==> src/rtl/mips_loader_pkg.sv <==
// Shared definitions for the MIPS program loader: state encoding and defaults.
package mips_loader_pkg;
  localparam int         ADDR_W_DEF    = 10;
  localparam logic [7:0] SYNC_BYTE_DEF = 8'hA5;

  typedef enum logic [3:0] {
    S_IDLE, S_ADDR_HI, S_ADDR_LO, S_CNT_HI, S_CNT_LO,
    S_DATA, S_CHK, S_DONE, S_ERR
  } state_t;
endpackage

==> src/rtl/loader_word_asm.sv <==
// Byte-to-word assembler with byte-of-word counter and running XOR checksum.
module loader_word_asm (
  input  logic        clk1,
  input  logic        rst,
  input  logic        clr,
  input  logic        shift,
  input  logic        csum_en,
  input  logic [7:0]  din,
  output logic [31:0] word,
  output logic        last,
  output logic [7:0]  csum
);
  logic [23:0] sh;
  logic [1:0]  bcnt;

  always_ff @(posedge clk1 or posedge rst) begin
    if (rst) begin
      sh   <= '0;
      bcnt <= '0;
      csum <= '0;
    end else if (clr) begin
      sh   <= '0;
      bcnt <= '0;
      csum <= '0;
    end else begin
      if (shift) begin
        sh   <= {sh[15:0], din};
        bcnt <= bcnt + 2'd1;
      end
      if (csum_en) csum <= csum ^ din;
    end
  end

  // word already includes the byte being accepted, so the write can launch on the 4th byte
  assign word = {sh, din};
  assign last = (bcnt == 2'd3);
endmodule

==> src/rtl/mips_prog_loader.sv <==
// Byte-stream program loader: parses framed words into processor memory, then releases the CPU.
module mips_prog_loader
  import mips_loader_pkg::*;
#(
  parameter int         ADDR_W    = ADDR_W_DEF,
  parameter logic [7:0] SYNC_BYTE = SYNC_BYTE_DEF
) (
  input  logic              clk1,
  input  logic              rst,
  input  logic              in_valid,
  input  logic [7:0]        in_byte,
  output logic              in_ready,
  output logic              mem_we,
  output logic [ADDR_W-1:0] mem_addr,
  output logic [31:0]       mem_wdata,
  output logic              cpu_halt,
  output logic              cpu_start,
  output logic              load_done,
  output logic              err
);
  state_t            state, nxt;
  logic              acc;
  logic [7:0]        addr_hi, cnt_hi;
  logic [ADDR_W-1:0] waddr;
  logic [15:0]       words_left;
  logic              asm_clr, asm_shift, asm_csum, asm_last;
  logic [31:0]       asm_word;
  logic [7:0]        csum;

  assign in_ready  = ~rst & (state != S_DONE) & (state != S_ERR);
  assign acc       = in_valid & in_ready;
  assign cpu_halt  = (state != S_DONE);
  assign load_done = (state == S_DONE);
  assign err       = (state == S_ERR);

  loader_word_asm u_asm (
    .clk1   (clk1),
    .rst    (rst),
    .clr    (asm_clr),
    .shift  (asm_shift),
    .csum_en(asm_csum),
    .din    (in_byte),
    .word   (asm_word),
    .last   (asm_last),
    .csum   (csum)
  );

  always_ff @(posedge clk1 or posedge rst) begin
    if (rst) state <= S_IDLE;
    else     state <= nxt;
  end

  always_comb begin
    nxt       = state;
    asm_clr   = 1'b0;
    asm_shift = 1'b0;
    asm_csum  = 1'b0;
    if (acc) begin
      case (state)
        S_IDLE:    if (in_byte == SYNC_BYTE) begin
                     nxt     = S_ADDR_HI;
                     asm_clr = 1'b1;
                   end
        S_ADDR_HI: begin nxt = S_ADDR_LO; asm_csum = 1'b1; end
        S_ADDR_LO: begin nxt = S_CNT_HI;  asm_csum = 1'b1; end
        S_CNT_HI:  begin nxt = S_CNT_LO;  asm_csum = 1'b1; end
        S_CNT_LO:  begin
                     asm_csum = 1'b1;
                     nxt      = ({cnt_hi, in_byte} == 16'd0) ? S_CHK : S_DATA;
                   end
        S_DATA:    begin
                     asm_csum  = 1'b1;
                     asm_shift = 1'b1;
                     if (asm_last && words_left == 16'd1) nxt = S_CHK;
                   end
        S_CHK:     nxt = (in_byte == csum) ? S_DONE : S_ERR;
        default:   ;
      endcase
    end
  end

  always_ff @(posedge clk1 or posedge rst) begin
    if (rst) begin
      addr_hi    <= '0;
      cnt_hi     <= '0;
      waddr      <= '0;
      words_left <= '0;
      mem_we     <= 1'b0;
      mem_addr   <= '0;
      mem_wdata  <= '0;
      cpu_start  <= 1'b0;
    end else begin
      mem_we    <= 1'b0;
      cpu_start <= 1'b0;
      if (acc) begin
        case (state)
          S_ADDR_HI: addr_hi <= in_byte;
          // upper address bits beyond ADDR_W are dropped here but still fed the checksum
          S_ADDR_LO: waddr <= ADDR_W'({addr_hi, in_byte});
          S_CNT_HI:  cnt_hi <= in_byte;
          S_CNT_LO:  words_left <= {cnt_hi, in_byte};
          S_DATA:    if (asm_last) begin
                       mem_we     <= 1'b1;
                       mem_addr   <= waddr;
                       mem_wdata  <= asm_word;
                       waddr      <= waddr + ADDR_W'(1);
                       words_left <= words_left - 16'd1;
                     end
          S_CHK:     cpu_start <= (in_byte == csum);
          default:   ;
        endcase
      end
    end
  end
endmodule

==> config.mk <==
export PLATFORM = sky130hd
export DESIGN_NAME = mips_prog_loader
export DESIGN_NICKNAME = d
export VERILOG_FILES = /design/src/rtl/mips_loader_pkg.sv /design/src/rtl/loader_word_asm.sv /design/src/rtl/mips_prog_loader.sv
export SDC_FILE = /design/constraint.sdc
export NUM_CORES = 1
export LEC_CHECK = 0
export CAP_MARGIN = 20
export CELL_PAD_IN_SITES_DETAIL_PLACEMENT = 0
export CELL_PAD_IN_SITES_GLOBAL_PLACEMENT = 1
export CORE_UTILIZATION = 40
export CTS_CLUSTER_DIAMETER = 100
export DETAILED_ROUTE_END_ITERATION = 10
export GPL_TIMING_DRIVEN = 0
export PLACE_DENSITY = 0.8
export SYNTH_ARGS = -nofsm -noshare
export SYNTH_HDL_FRONTEND = slang
export SYNTH_SLANG_ARGS = --single-unit
==> constraint.sdc <==
create_clock -name clk1 -period 11.4 [get_ports clk1]
set_input_delay 3.42 -clock clk1 [delete_from_list [all_inputs] [get_ports clk1]]
set_output_delay 3.42 -clock clk1 [all_outputs]
set_load 0.005 [all_outputs]
==> results by group <==
Global routing
  • Total track usage: a little over a fifth
  • Initial antenna violation count: 0
  • First-pass GRT wire length: 23.29 mm
  • Total grt overflow: 0
  • Maximum number of pins on one net before global-route repair: between 70 and 80
  • Vias in the first global route: between 4,000 and 5,000

Die
  • CORE AREA: roughly 0.013 mm2
  • Die footprint: approximately 0.014 mm2
  • FP Rows: 42
  • IO Pins: 59
  • Die height: ~120 um
  • Initial Util: roughly two fifths
  • Die X: about 120 um

Final layout
  • Area Overhead vs Synth: 23.88%
  • Fillers: 1,245
  • Ant diodes: 0
  • Layout cells sized above 1: approximately 12%
  • Post-layout net count: 660
  • Cell area after layout: around 0.0069 mm2
  • Final Util: roughly half

Route
  • Via count: around 4,500
  • Vias per cell: between 5 and 6
  • WL/cell: 16.97 um
  • Drt initial violations: about 330
  • Remaining DRCs: 0
  • Routed Antenna Nets: 0
  • Routed WL: 14.14 mm
  • Number of detailed-route iterations in the first pass: 4

Timing
  • Worst Max-Slew Pin Slew: between 0.7 and 0.8 ns
  • Clock Skew: between 0.006 and 0.007 ns
  • TNS Setup: 0 ns
  • Max Clock Freq: between 100 and 150 MHz
  • Period utilization: approximately 70%
  • Post-route minimum period: ~8.1 ns
  • Final Max Tran Viols: 0
  • Setup violators final: 0
  • Final Hold Vio Count: 0
  • Worst rel slew slack: between 40% and 50%
  • RSZ-0062 raised after global routing: false

Clocking
  • Clock transition at the registers of the reported paths: roughly 0.050 ns
  • CTS root buffer: clkbuf_16
  • TritonCTS Buffers: 17
  • Clock Sinks: 118
  • Htree depth: 4
  • Post-cts hold buffer count: 0
  • Clock Path Buffers: 2
  • CTS tree: done
  • Post-CTS Setup Bufs: 0
  • PostCTS Resize Cnt: 0
  • Clk_lat worst skew: about 0.42 ns

Place
  • DP Area: around 0.0063 mm2
  • I/O Buffers: 50
  • Post-DP HPWL: between 9 and 10 mm
  • Routability cong.: between 0.8 and 0.9

Worst setup path
  • Slowest-stage cell, CP: clkdlybuf4s50_1
  • R2R cell count: 6
  • Setup crit start kind: input pin
  • Crit end category: output port
  • Worst path most repeated cell: clkdlybuf4s50_1
  • Crit path buf inv count: 2
  • CP arrival: about 4.7 ns
  • Slowest stage delay, CP: between 0.5 and 0.6 ns
  • Flop2flop setup slack: approximately 9.0 ns
  • Crit Path Category: input pin to output port
  • CP delay by family, top: buffers and inverters
  • Crit Path Max Fanout: 4
  • CP cell instances: clkdlybuf4s50_1, nor3_1, clkdlybuf4s50_1
  • CP required: between 7 and 8 ns
  • Worst flop-to-flop path endpoint: u_asm.csum[1]$_DFFE_PP0P_
  • RR Startpoint: state[0]$_DFFE_PP0P_

Yosys
  • Top_reg_cell synth: dfrtp_1
  • Synth Cell Area: 0.005534 mm2
  • Number of flops mapped to enable cells by yosys: 0
  • FF+latch count, synth: around 120
  • Synth cell types: 59
  • Synth top area cells: dfrtp_1 53%, nand2_1 9.6%, a22o_1 4.1%, o21ai_0 2.9%, nor2_1 2.8%
  • Synth warnings: 0
  • Mapped Cells: ~580
  • Async SR Flop Fraction: 100.0%
  • Sequential area share after synthesis: between 50% and 60%
  • Share of the synthesized area in the top cell type: between 50% and 60%
  • Avg Cell Area, Syn: between 9 and 10 um2
  • Leading area contributor after synthesis: dfrtp_1
  • Syn nets: just under 600

Pwr
  • Power per Cell Area: around 140 mW/mm2
  • Leakage: approximately 3.2 nW
  • Peak supply drop: 0.1088 mV

Run status
  • Status: finished clean

Flow run
  • Max cap viols: 0

Hold path
  • Hold_sp: mem_addr[3]$_DFFE_PP0P_
  • HP Class: flop to flop
  • Hold path endpoint: mem_addr[3]$_DFFE_PP0P_
  • Hold path depth: 2
[report_power, final]
part	internal (mW)	switching, mW	leakage (nW)
Clock	0.330	0.184	0.265
Combinational	0.00826	0.0194	1.36
Sequential	0.421	0.00138	1.63
[cell families after synthesis]
group	after synthesis	share of synthesized area, %
compound gates	125	15.42
xor+xnor	9	1.424
fa+ha+maj	4	0.9044
buf+inv	49	4.092
flops	118	53.36
mux	15	3.301
simple gates	255	21.50
[worst min-delay path: cells and delay by family, from the launching register on]
kind             cells  cell delay [ns]
AND/OR/NAND/NOR      2             0.10
flip-flops           1             0.33
[cell type report]
class | count | area (um2) | share of cell area (%)
Sequential cell | 118 | 2953 | 43.07
Multi-Input combinational cell | 408 | 2355 | 34.35
Timing Repair Buffer | 51 | 528.0 | 7.702
Clock buffer | 23 | 467.9 | 6.826
Tap cell | 176 | 220.2 | 3.212
Buffer | 39 | 188.9 | 2.756
Clock inverter | 8 | 100.1 | 1.460
Inverter | 10 | 42.54 | 0.6206
[registers in the layout, summed over array words and instances, names as in the netlist]
register,count
u_asm.csum,8
words_left,16
mem_addr,10
u_asm.bcnt,2
waddr,10
mem_wdata,32
mem_we,1
cnt_hi,8
addr_hi,2
u_asm.sh,24
cpu_start,1
state,4
[routing by layer]
layer | vias to the layer above | track usage [%] | wire length, um
met5 | - | 0 | 0
met2 | 140 | 31.72 | 6450
met4 | 0 | 9.922 | 370
met3 | 22 | 5.798 | 733
li1 | 2148 | - | -
met1 | 2213 | 28.78 | 6587
[worst max-delay path by stage]
stage / startpoint / endpoint / slack, ns / cells after the start
finish: rst / in_ready / 3.28 / 3
global route: rst / in_ready / 3.23 / 3
CTS: rst / in_ready / 3.27 / 3
detailed placement: rst / in_ready / 3.28 / 3
global placement: rst / mem_wdata[27]$_DFFE_PP0P_ / 3.15 / 2
floorplan: rst / in_ready / 4.36 / 1
[metrics by stage]
step	setup slack (ns)	power, mW	std cells	hold slack, ns
floorplan	4.356	0.4464	575	0.4392
global placement	3.147	0.4552	801	0.4582
detailed placement	3.276	0.4573	802	0.4619
CTS	3.272	0.9734	833	0.4750
global route	3.232	0.9937	833	0.4940
finish	3.283	0.9642	833	0.4679
[cell usage after synthesis, drive strengths merged (2+ instances only)]
library cell and number:
a22oi 3, xnor2 9, a21oi 26, nand2b 9, nand3 5, dfrtp 118, a41oi 2, o2bb2ai 2
a2bb2oi 2, buf 19, o21a 3, nor2 42, a22o 26, or3 4, nor4 4, o41ai 2
clkbuf 20, nand2 146, and3 5, a31oi 6, o211ai 2, and4 2, nor3b 3, or4 3
o22ai 4, nand4b 2, nor2b 2, inv 10, nor3 15, o21ai 34, and4b 2, o22a 5
ha 4, a31o 2, mux2 14, nand4 6, a32oi 3
[placed cells by master (no fill, tap or decap), types with 17 or more instances in the layout]
cell type,synthesis,routed
clkbuf_16,0,17
clkdlybuf4s50_1,0,50
o21ai_0,32,32
nor2_1,42,42
a21oi_1,26,26
clkbuf_1,20,24
nand2_1,142,142
a22o_1,26,26
dfrtp_1,118,118
(Power assumes the default switching activity.)
